### config.mk
export PLATFORM = sky130hd
export DESIGN_NAME = adc_sample_ctrl
export DESIGN_NICKNAME = d
export VERILOG_FILES = /design/src/rtl/adc_pkg.sv /design/src/rtl/adc_period_timer.sv /design/src/rtl/adc_sample_ctrl.sv
export SDC_FILE = /design/constraint.sdc
export NUM_CORES = 1
export LEC_CHECK = 0
export ABC_AREA = 1
export BUFFER_PORTS_ARGS = -buffer_cell sky130_fd_sc_hd__clkbuf_2
export CAP_MARGIN = 10
export CORE_AREA = 5 5 112 114
export CTS_BUF_LIST = sky130_fd_sc_hd__clkbuf_8
export DETAILED_ROUTE_END_ITERATION = 7
export DIE_AREA = 0 0 117 119
export GPL_TIMING_DRIVEN = 1
export SLEW_MARGIN = 5
export SYNTH_ARGS = -nofsm -noshare
export SYNTH_HDL_FRONTEND = slang
export SYNTH_HIERARCHICAL = 1
export SYNTH_SLANG_ARGS = --single-unit
export TNS_END_PERCENT = 10
### constraint.sdc
create_clock -name clk -period 2.2 [get_ports clk]
set_clock_uncertainty 0.05 [all_clocks]
set_input_delay 0.22 -clock clk [delete_from_list [all_inputs] [get_ports clk]]
set_output_delay 0.22 -clock clk [all_outputs]
set_load 0.02 [all_outputs]
### src/rtl/adc_pkg.sv
// Shared types and sizing helpers for the ADC sample controller.
package adc_pkg;

  localparam int unsigned RESULT_W = 8;

  typedef enum logic [1:0] {
    ST_IDLE,
    ST_CONVERT,
    ST_ACCUM,
    ST_PRESENT
  } adc_ctrl_state_t;

  // Bits needed to hold a counter running 0..n-1 (at least one bit).
  function automatic int unsigned cnt_width(input int unsigned n);
    return (n <= 2) ? 1 : $clog2(n);
  endfunction

endpackage

### src/rtl/adc_period_timer.sv
// Run-gated modulo-PERIOD counter; tick_c marks the last count of each period.
module adc_period_timer
  import adc_pkg::*;
#(
  parameter int unsigned PERIOD = 500000
) (
  input  logic clk,
  input  logic reset_n,
  input  logic run,
  output logic tick_c
);

  localparam int unsigned CW = cnt_width(PERIOD);
  localparam logic [CW-1:0] LAST = CW'(PERIOD - 1);

  logic [CW-1:0] count;

  always_ff @(posedge clk or negedge reset_n) begin
    if (!reset_n)           count <= '0;
    else if (!run)          count <= '0;
    else if (count == LAST) count <= '0;
    else                    count <= count + CW'(1);
  end

  assign tick_c = run && (count == LAST);

endmodule

### src/rtl/adc_sample_ctrl.sv
// Periodic SAR conversion scheduler with box-car averaging and valid/ready output.
// Optional ADC_MIN_MAX_EN adds per-window min/max outputs.
module adc_sample_ctrl
  import adc_pkg::*;
#(
  parameter int unsigned WIDTH         = RESULT_W,
  parameter int unsigned AVG_LOG2      = 2,
  parameter int unsigned SAMPLE_PERIOD = 500000,
  parameter int unsigned CONV_TIMEOUT  = 1200000
) (
  input  logic             clk,
  input  logic             reset_n,
  input  logic             run,
  input  logic             conv_done,
  input  logic [WIDTH-1:0] conv_result,
  output logic             conv_enable,
  output logic [WIDTH-1:0] avg_data,
  output logic             avg_valid,
  input  logic             avg_ready,
  output logic             overrun,
  output logic             timeout,
  input  logic             clr_status
`ifdef ADC_MIN_MAX_EN
  ,
  output logic [WIDTH-1:0] win_min,
  output logic [WIDTH-1:0] win_max
`endif
);

  localparam int unsigned ACC_W = WIDTH + AVG_LOG2;
  localparam int unsigned CNT_W = (AVG_LOG2 == 0) ? 1 : AVG_LOG2;
  localparam int unsigned TMO_W = cnt_width(CONV_TIMEOUT);
  localparam logic [CNT_W-1:0] LAST_CNT = CNT_W'((32'd1 << AVG_LOG2) - 32'd1);
  localparam logic [TMO_W-1:0] TMO_LAST = TMO_W'(CONV_TIMEOUT - 1);

  adc_ctrl_state_t  state, state_d;
  logic             tick_c;
  logic             conv_enable_d, avg_valid_d, overrun_d, timeout_d;
  logic [WIDTH-1:0] result, result_d, avg_data_d;
  logic [ACC_W-1:0] acc, acc_d, sum;
  logic [CNT_W-1:0] count, count_d;
  logic [TMO_W-1:0] tmo_cnt, tmo_cnt_d;
`ifdef ADC_MIN_MAX_EN
  logic [WIDTH-1:0] mn_run, mx_run, mn_run_d, mx_run_d, mn_new, mx_new;
  logic [WIDTH-1:0] win_min_d, win_max_d;
`endif

  adc_period_timer #(.PERIOD(SAMPLE_PERIOD)) u_timer (
    .clk     (clk),
    .reset_n (reset_n),
    .run     (run),
    .tick_c  (tick_c)
  );

  // Next-state and next-output logic.
  always_comb begin
    state_d       = state;
    conv_enable_d = conv_enable;
    result_d      = result;
    acc_d         = acc;
    count_d       = count;
    tmo_cnt_d     = tmo_cnt;
    avg_data_d    = avg_data;
    avg_valid_d   = avg_valid;
    overrun_d     = overrun & ~clr_status;
    timeout_d     = timeout & ~clr_status;
    sum           = acc + ACC_W'(result);
`ifdef ADC_MIN_MAX_EN
    mn_run_d  = mn_run;
    mx_run_d  = mx_run;
    win_min_d = win_min;
    win_max_d = win_max;
    mn_new    = (count == '0 || result < mn_run) ? result : mn_run;
    mx_new    = (count == '0 || result > mx_run) ? result : mx_run;
`endif

    // Set beats clear; skipped slots are not queued.
    if (tick_c && state != ST_IDLE) overrun_d = 1'b1;

    case (state)
      ST_IDLE: begin
        if (tick_c) begin
          state_d       = ST_CONVERT;
          conv_enable_d = 1'b1;
          tmo_cnt_d     = '0;
        end
      end
      ST_CONVERT: begin
        if (conv_done) begin
          result_d      = conv_result;
          conv_enable_d = 1'b0;
          state_d       = ST_ACCUM;
        end else if (tmo_cnt == TMO_LAST) begin
          timeout_d     = 1'b1;
          conv_enable_d = 1'b0;
          acc_d         = '0;
          count_d       = '0;
          state_d       = ST_IDLE;
        end else begin
          tmo_cnt_d = tmo_cnt + TMO_W'(1);
        end
      end
      ST_ACCUM: begin
        if (count == LAST_CNT) begin
          avg_data_d  = WIDTH'(sum >> AVG_LOG2);
          avg_valid_d = 1'b1;
          acc_d       = '0;
          count_d     = '0;
          state_d     = ST_PRESENT;
`ifdef ADC_MIN_MAX_EN
          win_min_d = mn_new;
          win_max_d = mx_new;
`endif
        end else begin
          acc_d   = sum;
          count_d = count + CNT_W'(1);
          state_d = ST_IDLE;
`ifdef ADC_MIN_MAX_EN
          mn_run_d = mn_new;
          mx_run_d = mx_new;
`endif
        end
      end
      ST_PRESENT: begin
        if (avg_ready) begin
          avg_valid_d = 1'b0;
          state_d     = ST_IDLE;
        end
      end
      default: state_d = ST_IDLE;
    endcase
  end

  // State and output registers.
  always_ff @(posedge clk or negedge reset_n) begin
    if (!reset_n) begin
      state       <= ST_IDLE;
      conv_enable <= 1'b0;
      result      <= '0;
      acc         <= '0;
      count       <= '0;
      tmo_cnt     <= '0;
      avg_data    <= '0;
      avg_valid   <= 1'b0;
      overrun     <= 1'b0;
      timeout     <= 1'b0;
`ifdef ADC_MIN_MAX_EN
      mn_run  <= '0;
      mx_run  <= '0;
      win_min <= '0;
      win_max <= '0;
`endif
    end else begin
      state       <= state_d;
      conv_enable <= conv_enable_d;
      result      <= result_d;
      acc         <= acc_d;
      count       <= count_d;
      tmo_cnt     <= tmo_cnt_d;
      avg_data    <= avg_data_d;
      avg_valid   <= avg_valid_d;
      overrun     <= overrun_d;
      timeout     <= timeout_d;
`ifdef ADC_MIN_MAX_EN
      mn_run  <= mn_run_d;
      mx_run  <= mx_run_d;
      win_min <= win_min_d;
      win_max <= win_max_d;
`endif
    end
  end

endmodule

* Yosys cells after proc, flatten, opt, wreduce, memory -nomap -nowiden
Index checks and enable logic that the tools add are counted.
Operators by class: $add $sub $neg 4, equal/unequal tests 13, muxes and demuxes 30, bitwise gates (word level) 3, reductions and logical operators 14
Operators with widths (count):
- 21-bit two-way mux | 3
- 21-bit one-hot mux with 2 select lines | 1
- 19-bit two-way mux | 2
- 10-bit two-way mux | 3
- 21-bit by 1-bit adder with 21-bit output (second input constant) | 1
- 21-bit == test (second input constant) | 1
- 10-bit one-hot mux with 2 select lines | 1
- 19-bit by 1-bit adder with 19-bit output (second input constant) | 1
- 19-bit == test (second input constant) | 1
- 2-bit two-way mux | 7
- 2-bit != test (second input constant) | 6
- 3-bit AND reduction | 4
- 10-bit by 8-bit adder with 10-bit output | 1
- 1-bit two-way mux | 9
- 2-bit one-hot mux with 4 select lines | 1
- 2-bit nonzero test | 4
- 2-bit == test (second input constant) | 3
- 1-bit one-hot mux with 2 select lines | 2
- 2-bit one-hot mux with 2 select lines | 1
- 2-bit AND reduction | 2
- 4-bit AND reduction | 1
- 3-bit != test (second input constant) | 1
- 2-bit by 1-bit adder with 2-bit output (second input constant) | 1
- 1-bit AND | 2
- 4 further kinds | 5
Word-level totals: bits in registers 74, word-level logic and storage cells 75

* Logic depth before layout (Yosys ltp)
word-level depth 5, mapped depth 14, gate-level depth less buffers 14

* Hierarchy
Netlist, hierarchy kept.
By module, submodules not included:
- adc_sample_ctrl | instances 1, cells an instance 415, area an instance 3275.6 um2, seq. area each 1376.3 um2
- adc_period_timer | instances 1, cells an instance 172, area an instance 1177.4 um2, seq. area each 475.5 um2

* Worst setup path before layout
OpenSTA, ideal clock, no wires.
path kind reg2reg, start register u_timer.count[0], end register tmo_cnt[17], library setup time 119 ps, data arrival time 1842 ps, required time 2031 ps, slack 189 ps, cell stages (with the launch flop) 14, buffers on the path 1, clock period less this slack 2011 ps, path through dfrtp_1 -> ha_1 -> nand3_1 -> nor2_1 -> nand3_1 -> nor2_1 -> inv_1 -> o21ai_0 -> nand2_1 -> inv_2 -> nand2_8 -> buf_12 -> nand2_1 -> o21ai_2
Between the ends: word-level cells in the longest chain between the ends 4
Ends and longest elaborated chain:
- start, declared | line adc_period_timer.sv:16 | logic [CW-1:0] count;
- start signal, assigned | line adc_period_timer.sv:22 | else count <= count + CW'(1);
- 19-bit == test | line adc_period_timer.sv:25 | assign tick_c = run && (count == LAST);
- 1-bit logical AND | line adc_period_timer.sv:25
- named net tick_c | line adc_sample_ctrl.sv:37 | logic tick_c;
- 2-bit != test (no source line)
- 4-bit AND reduction (no source line)
- end signal, assigned | line adc_sample_ctrl.sv:159 | tmo_cnt <= tmo_cnt_d;
- end, declared | line adc_sample_ctrl.sv:42 | logic [TMO_W-1:0] tmo_cnt, tmo_cnt_d;
The timed path passes the listed nets, and every way through them passes these cells. A chain may end at the register's enable or synchronous reset.

* Worst setup path in the final report
start register u_timer.count[1], end register tmo_cnt[0]
Same word-level chain as after synthesis.

==> results.json <==
{
  "outcome": "completed",
  "via_per_inst": 4.96,
  "gp_congestion": 0.909,
  "synth_area_leaders": "dfrtp_1 42%, nand2_1 14%, nand3_1 8.1%",
  "intPower_w": 0.00297,
  "netlist_area_um2": 4450,
  "cts_tree": "done",
  "peakVddDrop_mv": 0.599,
  "cpPeakStageDelay_ns": 0.38,
  "drive_gt1_share_pct": 18.5,
  "fin_util_pct": 44.8,
  "cts.sinks": 74,
  "synthAdderAreaFrac_pct": 3.54,
  "place_hpwl_um": 7630,
  "finalNonFillerCells": 781,
  "dp_cells": 762,
  "critPathSlowestCell": "dfrtp_1",
  "yosysSeqAreaShare_pct": 41.6,
  "antenna_found_initial": 0,
  "wl_um": 10300,
  "grt_pass1_wl_um": 17700,
  "async_flop_share_pct": 100,
  "ioPinCount": 26,
  "setup_viol": 0,
  "synth_commonest_cells": "167 x nand2_1, 83 x nor2_1, 74 x dfrtp_1",
  "drc": 0,
  "synth.most_common_cell": "nand2_1",
  "cts-buffers-inserted": 9,
  "min-delay-start": "conv_result[3]",
  "grt_max_degree": 45,
  "grt_pass1_vias": 3764,
  "clock_tree.buffer_depth": 2,
  "cts_htree_levels": 3,
  "ys.flop_type": "dfrtp_1",
  "core_area_um2": 11300,
  "grt_usage_pct": 15.8,
  "pwr-share-seq_pct": 37.5,
  "die_h_um": 119,
  "ys_types": 35,
  "clk_latency_ns": 0.36,
  "syn2layout_area_growth_pct": 13.9,
  "synth-edff-count": 0,
  "end_kind": "flop",
  "grt_setup_unrepaired": "no",
  "diodes": 0,
  "die_w_um": 117,
  "syn_inst": 587,
  "first_iter_violations": 220,
  "reg2reg_slack_ns": 0.24,
  "syn_nets": 613,
  "port_buffers": 25,
  "leakagePower_nw": 2.33,
  "rows": 39,
  "period_share_pct": 89.2,
  "worstPathArrival_ns": 2.15,
  "synth_top_family_by_area": "simple AND/OR/NAND/NOR gates",
  "path_class": "flop to flop",
  "slew_violations": 0,
  "crit_start": "u_timer/count[1]$_DFF_PN0_",
  "synth_mux_area_share_pct": 1.77,
  "max_cap_violations": 0,
  "grt_overflow": 0,
  "wl_per_cell_um": 13.1,
  "crit_path_start_kind": "flop",
  "final_antenna_net_count": 0,
  "finalNetCount": 659,
  "hold_class": "input pin to flop",
  "worst_ep_required_time_ns": 2.39,
  "netSwitchingFraction_pct": 40.2,
  "cp_max_fo": 18,
  "p_switching_w": 0.00200,
  "synth-simple-area-share_pct": 36.3,
  "synth_xor_area_share_pct": 3.15,
  "worstMarginPinSlew_ns": 0.469,
  "vias": 3870,
  "clkPwrFrac_pct": 22.8,
  "timing.rr.start": "u_timer/count[1]$_DFF_PN0_",
  "synth_area_per_cell_um2": 7.59,
  "die_area_um2": 13900,
  "power_frac_comb_pct": 39.7,
  "cts_root_buf": "clkbuf_8",
  "max_slew_margin_pct": 68.5,
  "netlist.area_leader.share_pct": 41.6,
  "hold_viol": 0,
  "dr.pass1.iters": 5,
  "pwr_density_cell_nw_per_um2": 979,
  "synth-compound-area-share_pct": 6.94,
  "path_cells": "ha_1, nand3_1, nor2_2, nand3_1, nor2_2, inv_1, o21ai_2, nand2_1, inv_4, nand2_8, nand2_2, o21ai_2",
  "min_period_ns": 1.96,
  "initial_core_util_pct": 39.3,
  "synth_warnings": 6,
  "ys_ff_latch": 74,
  "clock.fmax_mhz": 510,
  "synth_largest_area_cell": "dfrtp_1",
  "clk_pin_slew_ns": 0.08
}
## final timing paths
| check | to | cells after the start |
|---|---|---|
| worst min-delay path | result[3]$_DFFE_PN0P_ | 2 |
| worst max register to register | tmo_cnt[0]$_DFFE_PN0P_ | 12 |
| worst max-delay path | tmo_cnt[0]$_DFFE_PN0P_ | 12 |
| min in group asynchronous | result[2]$_DFFE_PN0P_ | 2 |
| worst min register to register | avg_data[6]$_DFFE_PN0P_ | 2 |
| max in group asynchronous | tmo_cnt[20]$_DFFE_PN0P_ | 3 |
## power by group through the flow
stage / Sequential [W] / Clock, W / Combinational [W]
CTS: 0.00186 / 0.00117 / 0.00194
floorplan: 0.00192 / 0 / 0.00144
global placement: 0.00187 / 0 / 0.00188
global route: 0.00191 / 0.00122 / 0.00223
finish: 0.00186 / 0.00113 / 0.00197
detailed placement: 0.00189 / 0 / 0.00193
## flip-flops by register name, indices dropped and copies added (netlist names)
name	flops
acc	10
avg_data	8
avg_valid	1
conv_enable	1
count	2
overrun	1
result	8
state	2
timeout	1
tmo_cnt	21
u_timer/count	19
## worst max-delay path, delay by kind of cell (launching register included)
family                   cells  cell delay [ns]
buffers and inverters        2             0.19
AND/OR/NAND/NOR              7             0.85
flip-flops                   1             0.38
AO/OA/AOI/OAI                2             0.18
adder cells (fa/ha/maj)      1             0.20
## cell usage in the layout, fill, tap and decap left out, drive strengths merged, types with 7 or more instances in the layout
cell / instances
mux2: 7
a21oi: 9
dfrtp: 74
nor2: 91
inv: 57
o21ai: 32
ha: 11
xor2: 12
nand3: 74
clkbuf: 35
nand2: 181
buf: 19
## routing by layer
| layer | share of wire, % | vias to the layer above | global-route usage [%] |
|---|---|---|---|
| met4 | 1.4 | 0 | 5.16 |
| met5 | 0 | - | 0 |
| met1 | 46 | 1807 | 20.3 |
| met2 | 50 | 69 | 26.5 |
| met3 | 3.2 | 9 | 3.09 |
| li1 | - | 1985 | - |
## what timing repair did
action | 4_1_cts | 5_1_grt
gates resized for setup | 1 | 6
endpoints found under the setup margin | 5 | 21
hold buffers | 1 | 0
hold endpoints to repair | 30 | 0
setup buffers | 0 | 1
pin swaps | 0 | 1
cloned | 0 | 1
## cell families after synthesis
logic type / Yosys count
simple gates: 364
flops: 74
buf+inv: 66
compound gates: 48
xor+xnor: 16
fa+ha+maj: 12
mux: 7
## final cells by class
class                      instances  area (µm²)
timing repair buffer              44         285
fill                            1169        6250
multi-input combinational        448        2330
inverter                          56         213
clock buffer                      11         151
tap                              143         179
clock inverter                     5        61.3
sequential                        74        1850
## per-stage QoR
stage / hold WS [ns] / instance area (µm²) / total power, W / setup TNS [ns] / setup slack [ns]
5_1_grt: 0.0186 / 5070 / 0.00536 / 0 / 0.00451
3_5_place_dp: 0.140 / 4810 / 0.00382 / -0.0124 / -0.00538
4_1_cts: 0.0229 / 5030 / 0.00497 / 0 / 0.0130
3_3_place_gp: 0.131 / 4810 / 0.00376 / 0 / 0.146
2_1_floorplan: -0.126 / 4450 / 0.00336 / 0 / 0.189
6_report: 0.0414 / 5070 / 0.00497 / 0 / 0.239
No activity file was read; power rests on OpenSTA's default activity.
